==> config.mk <==
export PLATFORM = sky130hd
export DESIGN_NAME = addend_align_stage
export DESIGN_NICKNAME = d
export VERILOG_FILES = /design/src/rtl/addend_align_stage_pkg.sv /design/src/rtl/align_shift_sticky.sv /design/src/rtl/addend_align_stage.sv
export SDC_FILE = /design/constraint.sdc
export NUM_CORES = 1
export LEC_CHECK = 0
export CAP_MARGIN = 25
export CORE_ASPECT_RATIO = 1.25
export CORE_UTILIZATION = 64
export DETAILED_ROUTE_END_ITERATION = 7
export DONT_BUFFER_PORTS = 1
export MAX_ROUTING_LAYER = met4
export PLACE_DENSITY = 0.8
export SYNTH_ARGS = -nofsm -noshare
export SYNTH_HDL_FRONTEND = slang
export SYNTH_SLANG_ARGS = --single-unit
==> constraint.sdc <==
create_clock -name clk -period 2.1 [get_ports clk]
set_input_delay 0.42 -clock clk [delete_from_list [all_inputs] [get_ports clk]]
set_output_delay 0.42 -clock clk [all_outputs]
set_load 0.01 [all_outputs]
==> src/rtl/addend_align_stage_pkg.sv <==
// rtl/addend_align_stage_pkg.sv - shared FMA widths and the addend-align stage payload record.
package addend_align_stage_pkg;

  localparam int EXP_WIDTH   = 8;
  localparam int SIG_WIDTH   = 7;
  localparam int SHAMT_WIDTH = 6;
  localparam int BIAS        = (1 << (EXP_WIDTH - 1)) - 1;
  localparam int ALIGN_WIDTH = 3 * SIG_WIDTH + 10;
  localparam int FINE_BITS   = 3;
  localparam int COARSE_GRAN = 1 << FINE_BITS;

  typedef struct packed {
    logic [ALIGN_WIDTH-1:0] sig;
    logic                   sticky;
    logic [EXP_WIDTH-1:0]   exp;
    logic                   eff_sub;
    logic                   c_exp_is_small;
    logic [FINE_BITS-1:0]   fine_amt;
  } align_payload_t;

endpackage

==> src/rtl/align_shift_sticky.sv <==
// rtl/align_shift_sticky.sv - combinational logical right shift by amt*GRAN with shifted-out OR (ALIGN_STICKY_EN).
module align_shift_sticky #(
  parameter int WIDTH = 31,
  parameter int AMT_W = 3,
  parameter int GRAN  = 1
) (
  input  logic [WIDTH-1:0] in_data,
  input  logic [AMT_W-1:0] amt,
  output logic [WIDTH-1:0] out_data,
  output logic             sticky_out
);

  logic [31:0] sh;
  assign sh = 32'(amt) * 32'(GRAN);

  // Shifts at or beyond the datapath width flush everything into sticky.
  always_comb begin
    out_data = '0;
    if (sh < 32'(WIDTH)) out_data = in_data >> sh;
  end

`ifdef ALIGN_STICKY_EN
  logic [WIDTH-1:0] lost_mask;

  always_comb begin
    lost_mask = '1;
    if (sh < 32'(WIDTH)) lost_mask = ~({WIDTH{1'b1}} << sh);
  end

  assign sticky_out = |(in_data & lost_mask);
`else
  assign sticky_out = 1'b0;
`endif

endmodule

==> src/rtl/addend_align_stage.sv <==
// rtl/addend_align_stage.sv - 2-stage addend alignment (coarse then fine shift) with valid/ready flow.
// Sticky generation is present only when ALIGN_STICKY_EN is defined.
module addend_align_stage
  import addend_align_stage_pkg::*;
#(
  parameter int EXP_WIDTH   = addend_align_stage_pkg::EXP_WIDTH,
  parameter int SIG_WIDTH   = addend_align_stage_pkg::SIG_WIDTH,
  parameter int SHAMT_WIDTH = addend_align_stage_pkg::SHAMT_WIDTH,
  localparam int ALIGN_WIDTH = 3 * SIG_WIDTH + 10
) (
  input  logic                   clk,
  input  logic                   rst_n,
  input  logic                   in_valid,
  output logic                   in_ready,
  input  logic [SIG_WIDTH:0]     c_sig,
  input  logic                   eff_sub,
  input  logic [SHAMT_WIDTH-1:0] shamt,
  input  logic [EXP_WIDTH-1:0]   res_exp,
  input  logic                   c_exp_is_small,
  output logic                   out_valid,
  input  logic                   out_ready,
  output logic [ALIGN_WIDTH-1:0] aligned_c,
  output logic                   sticky,
  output logic [EXP_WIDTH-1:0]   out_res_exp,
  output logic                   out_c_exp_is_small,
  output logic                   out_eff_sub
);

  align_payload_t s1_d, s1_q, s2_d, s2_q;
  logic           s1_valid_d, s1_valid_q, s2_valid_d, s2_valid_q;
  logic           s1_adv, s2_adv;

  logic [ALIGN_WIDTH-1:0] placed_sig, coarse_sig, fine_sig;
  logic                   coarse_sticky, fine_sticky;

  assign placed_sig = {c_sig, {(ALIGN_WIDTH-SIG_WIDTH-1){1'b0}}};

  align_shift_sticky #(
    .WIDTH (ALIGN_WIDTH),
    .AMT_W (SHAMT_WIDTH - FINE_BITS),
    .GRAN  (COARSE_GRAN)
  ) u_coarse (
    .in_data    (placed_sig),
    .amt        (shamt[SHAMT_WIDTH-1:FINE_BITS]),
    .out_data   (coarse_sig),
    .sticky_out (coarse_sticky)
  );

  align_shift_sticky #(
    .WIDTH (ALIGN_WIDTH),
    .AMT_W (FINE_BITS),
    .GRAN  (1)
  ) u_fine (
    .in_data    (s1_q.sig),
    .amt        (s1_q.fine_amt),
    .out_data   (fine_sig),
    .sticky_out (fine_sticky)
  );

  assign s2_adv   = !s2_valid_q || out_ready;
  assign s1_adv   = s2_adv || !s1_valid_q;
  assign in_ready = s1_adv;

  always_comb begin
    s1_valid_d = s1_valid_q;
    s1_d       = s1_q;
    if (s1_adv) begin
      s1_valid_d = in_valid;
      if (in_valid) begin
        s1_d.sig            = coarse_sig;
        s1_d.sticky         = coarse_sticky;
        s1_d.exp            = res_exp;
        s1_d.eff_sub        = eff_sub;
        s1_d.c_exp_is_small = c_exp_is_small;
        s1_d.fine_amt       = shamt[FINE_BITS-1:0];
      end
    end
  end

  // Inversion happens after the fine shift; the +1 is left to the adder's carry-in.
  always_comb begin
    s2_valid_d = s2_valid_q;
    s2_d       = s2_q;
    if (s2_adv) begin
      s2_valid_d = s1_valid_q;
      if (s1_valid_q) begin
        s2_d          = s1_q;
        s2_d.sig      = s1_q.eff_sub ? ~fine_sig : fine_sig;
        s2_d.sticky   = s1_q.sticky | fine_sticky;
        s2_d.fine_amt = '0;
      end
    end
  end

  always_ff @(posedge clk or negedge rst_n) begin
    if (!rst_n) begin
      s1_valid_q <= 1'b0;
      s2_valid_q <= 1'b0;
      s1_q       <= '0;
      s2_q       <= '0;
    end else begin
      s1_valid_q <= s1_valid_d;
      s2_valid_q <= s2_valid_d;
      s1_q       <= s1_d;
      s2_q       <= s2_d;
    end
  end

  assign out_valid          = s2_valid_q;
  assign aligned_c          = s2_q.sig;
  assign sticky             = s2_q.sticky;
  assign out_res_exp        = s2_q.exp;
  assign out_c_exp_is_small = s2_q.c_exp_is_small;
  assign out_eff_sub        = s2_q.eff_sub;

endmodule

==> impl_metrics.env, run 1 <==
export IMPL_status="finished, violations left"
export IMPL_violations="hold timing"
export IMPL_postCtsSetupRepairBufs=0
export IMPL_wirelength_mm=9.441
export IMPL_final_min_clock_period_ps=1959
export IMPL_fp_dieH_um=97.46
export IMPL_fin_tns_setup_ps=0
export IMPL_synth_cell_area_um2=4666
export IMPL_area_delta_synth_final_pct=5.712
export IMPL_postSynth_asyncResetShare_pct=100.0
export IMPL_ioPinCount=72
export IMPL_max_freq_mhz=510.6
export IMPL_drv_cap=0
export IMPL_dp_slack_ps=212.5
export IMPL_yosys_top_cells_area="dfrtp_1 (47%), nand2_1 (9.3%), mux4_2 (9.2%)"
export IMPL_clk_path_buf_depth=2
export IMPL_powerDensity_nw_per_um2=870.1
export IMPL_worst_pin_slew_ps=631.4
export IMPL_hold_path_class="primary input to async pin"
export IMPL_cts_buffers=9
export IMPL_diodes=0
export IMPL_finalInstanceArea_um2=4932
export IMPL_ant_nets=0
export IMPL_synth_edf_count=0
export IMPL_max_vdd_ir_drop_v=0.0005698
export IMPL_fin_nets=447
export IMPL_finalHoldViolations=87
export IMPL_vias_per_cell=6.364
export IMPL_synth_top_area_share_pct=46.66
export IMPL_io_buffers=0
export IMPL_finish_utilization_pct=70.27
export IMPL_crit_path_end_kind="flop"
export IMPL_syn_avg_cell_area_um2=10.95
export IMPL_start_kind="flop"
export IMPL_syn_nets=454
export IMPL_drc=0
export IMPL_cp_max_fo=20
export IMPL_criticalPathCategory="flop to flop"
export IMPL_critPathRequiredTime_ps=2380
export IMPL_fin_ws_ps=141.5
export IMPL_core_area_um2=7019
export IMPL_fin_skew_ps=14.34
export IMPL_dr_pass1_iters=5
export IMPL_grt_pass1_vias=3303
export IMPL_drive_gt1_share_pct=18.16
export IMPL_place_area_um2=4731
export IMPL_wire_per_inst_um=18.37
export IMPL_setup_violations=0
export IMPL_grt_remaining_overflow=0
export IMPL_hpwl_mm=6.771
export IMPL_synth_largest_area_cell="dfrtp_1"
export IMPL_initial_utilization_pct=66.47
export IMPL_fp_dieW_um=78.37
export IMPL_cts_root_buf="clkbuf_8"
export IMPL_dieArea_um2=7638
export IMPL_synth_seq_cells=87
export IMPL_grt_pass1_wl_mm=15.86
export IMPL_clock_sinks=87
export IMPL_hold_ws_ps=-265.3
export IMPL_clock_latency_ps=370
export IMPL_reg2reg_depth=5
export IMPL_drt_iter0_drc=245
export IMPL_track_usage_pct=28.21
export IMPL_place_congestion=0.8234
export IMPL_antenna_found_initial=0
export IMPL_synth_distinct_cells=40
export IMPL_final_max_slew_viol_count=0
export IMPL_synth_seq_area_share_pct=46.66
export IMPL_cp_arrival_ps=2240
export IMPL_path_clk_slew_ps=100
export IMPL_grt_max_degree=88
export IMPL_yosys_most_used_dff="dfrtp_1"
export IMPL_num_rows=34
export IMPL_netlist_instances=426
export IMPL_leakagePower_uw=0.002092
export IMPL_rsz0062_at_grt="no"
export IMPL_post_route_period_util_pct=93.26
export IMPL_synth_warnings=0
export IMPL_relSlewSlack_pct=57.90
export IMPL_cts_tree="done"
export IMPL_h_tree_depth=3
export IMPL_dr_total_vias=3271
export IMPL_cts_repair_resized=0
-- state kept, by name, indices dropped and copies added (netlist names) --
register / cells
aligned_c: 31
out_c_exp_is_small: 1
out_valid: 1
out_eff_sub: 1
s1_valid_q: 1
s1_q: 44
out_res_exp: 8
-- layer usage --
metal	routed length, um	track usage [%]	vias to the layer above	part of all wire [%]
li1	-	-	1521	-
met1	3850	35.06	1587	41
met2	4673	42.91	128	49
met3	562	5.446	35	6.0
met4	354	16.81	0	3.7
met5	0	-	-	0
-- cell families after synthesis --
kind of cell	Yosys count	share of synthesized area (%)
multiplexers	80	24.94
other	1	0.08037
flip-flops	87	46.66
AO/OA/AOI/OAI	80	10.91
buffers and inverters	34	4.076
XOR/XNOR	4	0.7508
AND/OR/NAND/NOR	140	12.58
-- cells in the final DEF, fill, tap and decap left out, types with 2 or more instances in the layout --
cell type	Yosys	routed
nor3_1	3	2
inv_6	0	3
clkbuf_8	0	9
clkinv_2	0	2
o22ai_1	8	8
nand3_1	2	2
nor3b_1	2	2
dfrtp_1	87	86
mux4_2	19	19
nor2_1	4	4
buf_12	1	2
a221o_1	2	2
o311ai_0	5	5
buf_4	2	11
inv_1	3	3
o21ai_1	2	2
xnor2_1	4	4
mux4_1	6	6
o21ai_0	39	39
nand3b_1	2	2
mux2_2	22	22
nand2_1	116	115
o211ai_1	19	19
nand2b_1	5	5
mux2i_1	33	33
-- worst max-delay path, cell delays in order, from the launching register on --
cell	delay [ps]
dfrtp_1	750
buf_4	290
mux4_2	330
mux2i_1	250
nand2_1	120
o211ai_1	120
-- where the power goes --
group          total, uW  switching (uW)  internal, uW
sequential          2280             335          1950
clock               1210             643           567
combinational        799             394           405
-- final timing paths --
| path | from | slack (ps) | to |
|---|---|---|---|
| max | s1_q[2]$_DFFE_PN0P_ | 140 | aligned_c[13]$_DFFE_PN0P_ |
| min | rst_n | -270 | aligned_c[2]$_DFFE_PN0P_ |
| max reg2reg | s1_q[2]$_DFFE_PN0P_ | 140 | aligned_c[13]$_DFFE_PN0P_ |
| min reg2reg | s1_q[12]$_DFFE_PN0P_ | 510 | out_res_exp[7]$_DFFE_PN0P_ |
| max in group asynchronous | rst_n | 2260 | s1_q[0]$_DFFE_PN0P_ |
| min in group clk | in_valid | 160 | s1_valid_q$_DFFE_PN0P_ |
-- stage by stage --
stage | total power, uW | instances
after CTS | 4319 | 514
after global routing | 4494 | 514
after global placement | 3068 | 498
after floorplan | 2949 | 426
after detailed placement | 3124 | 498
final | 4291 | 514
-- synth_stat cells (2+ instances only) --
cell type	n
buf_6	3
o22ai_1	8
mux4_1	6
o311ai_0	5
nor2_1	4
dfrtp_1	87
clkbuf_1	11
nor3b_1	2
o21ai_0	39
buf_1	3
nand3_1	2
mux2_2	22
buf_2	9
buf_4	2
o21ai_1	2
o211ai_1	19
a221o_1	2
mux4_2	19
nand3b_1	2
nand2_1	116
xnor2_1	4
nor3_1	3
nand2b_1	5
mux2i_1	33
inv_1	3
-- area by class of cell --
class / count / area (um2)
fillers: 514 / 2087
inverters: 3 / 11.26
well taps: 90 / 112.6
multi-input cells: 305 / 2306
clock buffers: 9 / 123.9
clock inverters: 7 / 77.57
repair buffers: 13 / 122.6
flip-flops and latches: 87 / 2178
Power figures use the tool's default switching activity.
==> run 2: changes to the inputs <==
==> constraint.sdc (replaced) <==
create_clock -name clk -period 2.1 [get_ports clk]
set_input_delay 0.21 -clock clk [delete_from_list [all_inputs] [get_ports clk]]
set_output_delay 0.21 -clock clk [all_outputs]
set_load 0.01 [all_outputs]
==> run 2 against run 1 <==
  * The run still ends with hold timing left
  * Global-route usage grew 0.91 points
  * Wire length grew 4.1%
  * Sequential power is essentially flat
  * Largest cell class unchanged
  * Die area is the same
  * Flip-flop and latch count is the same
  * Clock-buffer cell count is the same
  * Cell area grew 5.5%
==> impl_metrics.env, run 2 (synthesized netlist as in run 1, its figures left out) <==
export IMPL_grt_pass1_wl_mm=16.66
export IMPL_regMostFlops="s1_q"
export IMPL_status="finished, violations left"
export IMPL_io_buffers=0
export IMPL_track_usage_pct=29.12
export IMPL_ant_nets=0
export IMPL_ioPinCount=72
export IMPL_drv_cap=0
export IMPL_netSwitchingFraction_pct=31.42
export IMPL_fin_tns_setup_ps=0
export IMPL_drive_gt1_share_pct=17.63
export IMPL_p_int_uw=3084
export IMPL_multi_input_area_um2=2306
export IMPL_cp_max_fo=18
export IMPL_fp_dieW_um=78.37
export IMPL_final_min_clock_period_ps=1836
export IMPL_reg2reg_slack_ps=260
export IMPL_final_common_cell="nand2_1"
export IMPL_p_sw_uw=1413
export IMPL_mostFrequentLayoutCells="nand2_1 (115), dfrtp_1 (86), o21ai_0 (39), mux2i_1 (33)"
export IMPL_setup_violations=0
export IMPL_start_kind="flop"
export IMPL_postCtsSetupRepairBufs=0
export IMPL_largest_reg_flops=44
export IMPL_clock_latency_ps=370
export IMPL_vias_per_cell=6.237
export IMPL_dr_pass1_iters=4
export IMPL_p_comb_share_pct=19.0
export IMPL_rsz0062_at_grt="no"
export IMPL_cts_repair_resized=0
export IMPL_powerDensity_nw_per_um2=864.5
export IMPL_area_delta_synth_final_pct=11.48
export IMPL_cts_root_buf="clkbuf_8"
export IMPL_relSlewSlack_pct=62.87
export IMPL_grt_remaining_overflow=0
export IMPL_fp_dieH_um=97.46
export IMPL_max_freq_mhz=544.6
export IMPL_grt_max_degree=88
export IMPL_n_fill_cell=511
export IMPL_initial_utilization_pct=66.47
export IMPL_crit_path_end_kind="flop"
export IMPL_seq_area_um2=2178
export IMPL_hold_ws_ps=-478.8
export IMPL_clock_sinks=87
export IMPL_wirelength_mm=9.826
export IMPL_drt_iter0_drc=228
export IMPL_drc=0
export IMPL_h_tree_depth=3
export IMPL_cts_tree="done"
export IMPL_cts_buffers=9
export IMPL_post_route_period_util_pct=87.43
export IMPL_final_max_slew_viol_count=0
export IMPL_criticalPathCategory="flop to flop"
export IMPL_fin_nets=471
export IMPL_grt_pass1_vias=3375
export IMPL_finalHoldViolations=87
export IMPL_violations="hold timing"
export IMPL_path_clk_slew_ps=100
export IMPL_fin_skew_ps=16.81
export IMPL_dr_total_vias=3362
export IMPL_max_vdd_ir_drop_v=0.0006356
export IMPL_antenna_found_initial=1
export IMPL_hpwl_mm=6.626
export IMPL_cp_arrival_ps=2110
export IMPL_place_congestion=0.8216
export IMPL_clockPowerShare_pct=30.4
export IMPL_critPathRequiredTime_ps=2370
export IMPL_dieArea_um2=7638
export IMPL_num_rows=34
export IMPL_clk_path_buf_depth=2
export IMPL_power_frac_seq_pct=50.5
export IMPL_hold_path_class="primary input to async pin"
export IMPL_leakagePower_uw=0.002206
export IMPL_core_area_um2=7019
export IMPL_wire_per_inst_um=18.23
export IMPL_worst_pin_slew_ps=557.0
export IMPL_cts_hold_buf=22
## run 2: changes by cell type in the layout (fill, tap and decap cells not counted)
cell / delta
buf_4: +2
bufinv_16: +1
clkinv_2: -2
diode_2: +1
dlygate4sd3_1: +22
inv_8: +1
## run 2: critical path: stages, from the launching register on
cell and delay, ps:
dfrtp_1 700, buf_4 290, mux4_2 330, mux2i_1 210, nand2_1 90, o211ai_1 110
## run 2: path summary, 6_finish.rpt
| kind | depth (start not counted) | from | to |
|---|---|---|---|
| min reg2reg | 1 | s1_q[12]$_DFFE_PN0P_ | out_res_exp[7]$_DFFE_PN0P_ |
| min in group clk | 2 | c_sig[5] | s1_q[42]$_DFFE_PN0P_ |
| max | 5 | s1_q[2]$_DFFE_PN0P_ | aligned_c[12]$_DFFE_PN0P_ |
| max reg2reg | 5 | s1_q[2]$_DFFE_PN0P_ | aligned_c[12]$_DFFE_PN0P_ |
| min | 0 | rst_n | out_res_exp[7]$_DFFE_PN0P_ |
| max in group asynchronous | 0 | rst_n | aligned_c[18]$_DFFE_PN0P_ |
## run 2: power by group through the flow
stage	Combinational [uW]	Sequential [uW]	Clock, uW
after floorplan	729	2220	0
after global placement	778	2290	0
after detailed placement	810	2310	0
after CTS	857	2280	1380
after global routing	945	2310	1440
final	856	2270	1370
## run 2: area by class of cell
cell class / count / share of cell area, %
well taps: 90 / 2.165
diodes: 1 / 0.04811
repair buffers: 37 / 6.880
clock buffers: 9 / 2.382
multi-input cells: 305 / 44.33
flip-flops and latches: 87 / 41.88
clock inverters: 7 / 2.093
inverters: 3 / 0.2165
## run 2: metal layers
layer  share of wire (%)  GRT usage (%)  vias to the layer above
met5                   0              -                        -
met4                 2.0          13.11                        0
met3                 5.1          5.540                       15
met2                  51          44.67                      111
met1                  42          37.87                     1661
li1                    -              -                     1575
## run 2: per-stage QoR
stage               instances  setup slack [ps]  total power, uW  utilization [%]  area (um2)
CTS                       538             267.8             4514            74.06        5199
detailed placement        500             304.8             3122            67.61        4746
global placement          500             410.3             3071            67.61        4746
global route              539             90.61             4695            74.10        5201
finish                    539             263.9             4496            74.10        5201
floorplan                 426             522.6             2949                -        4666
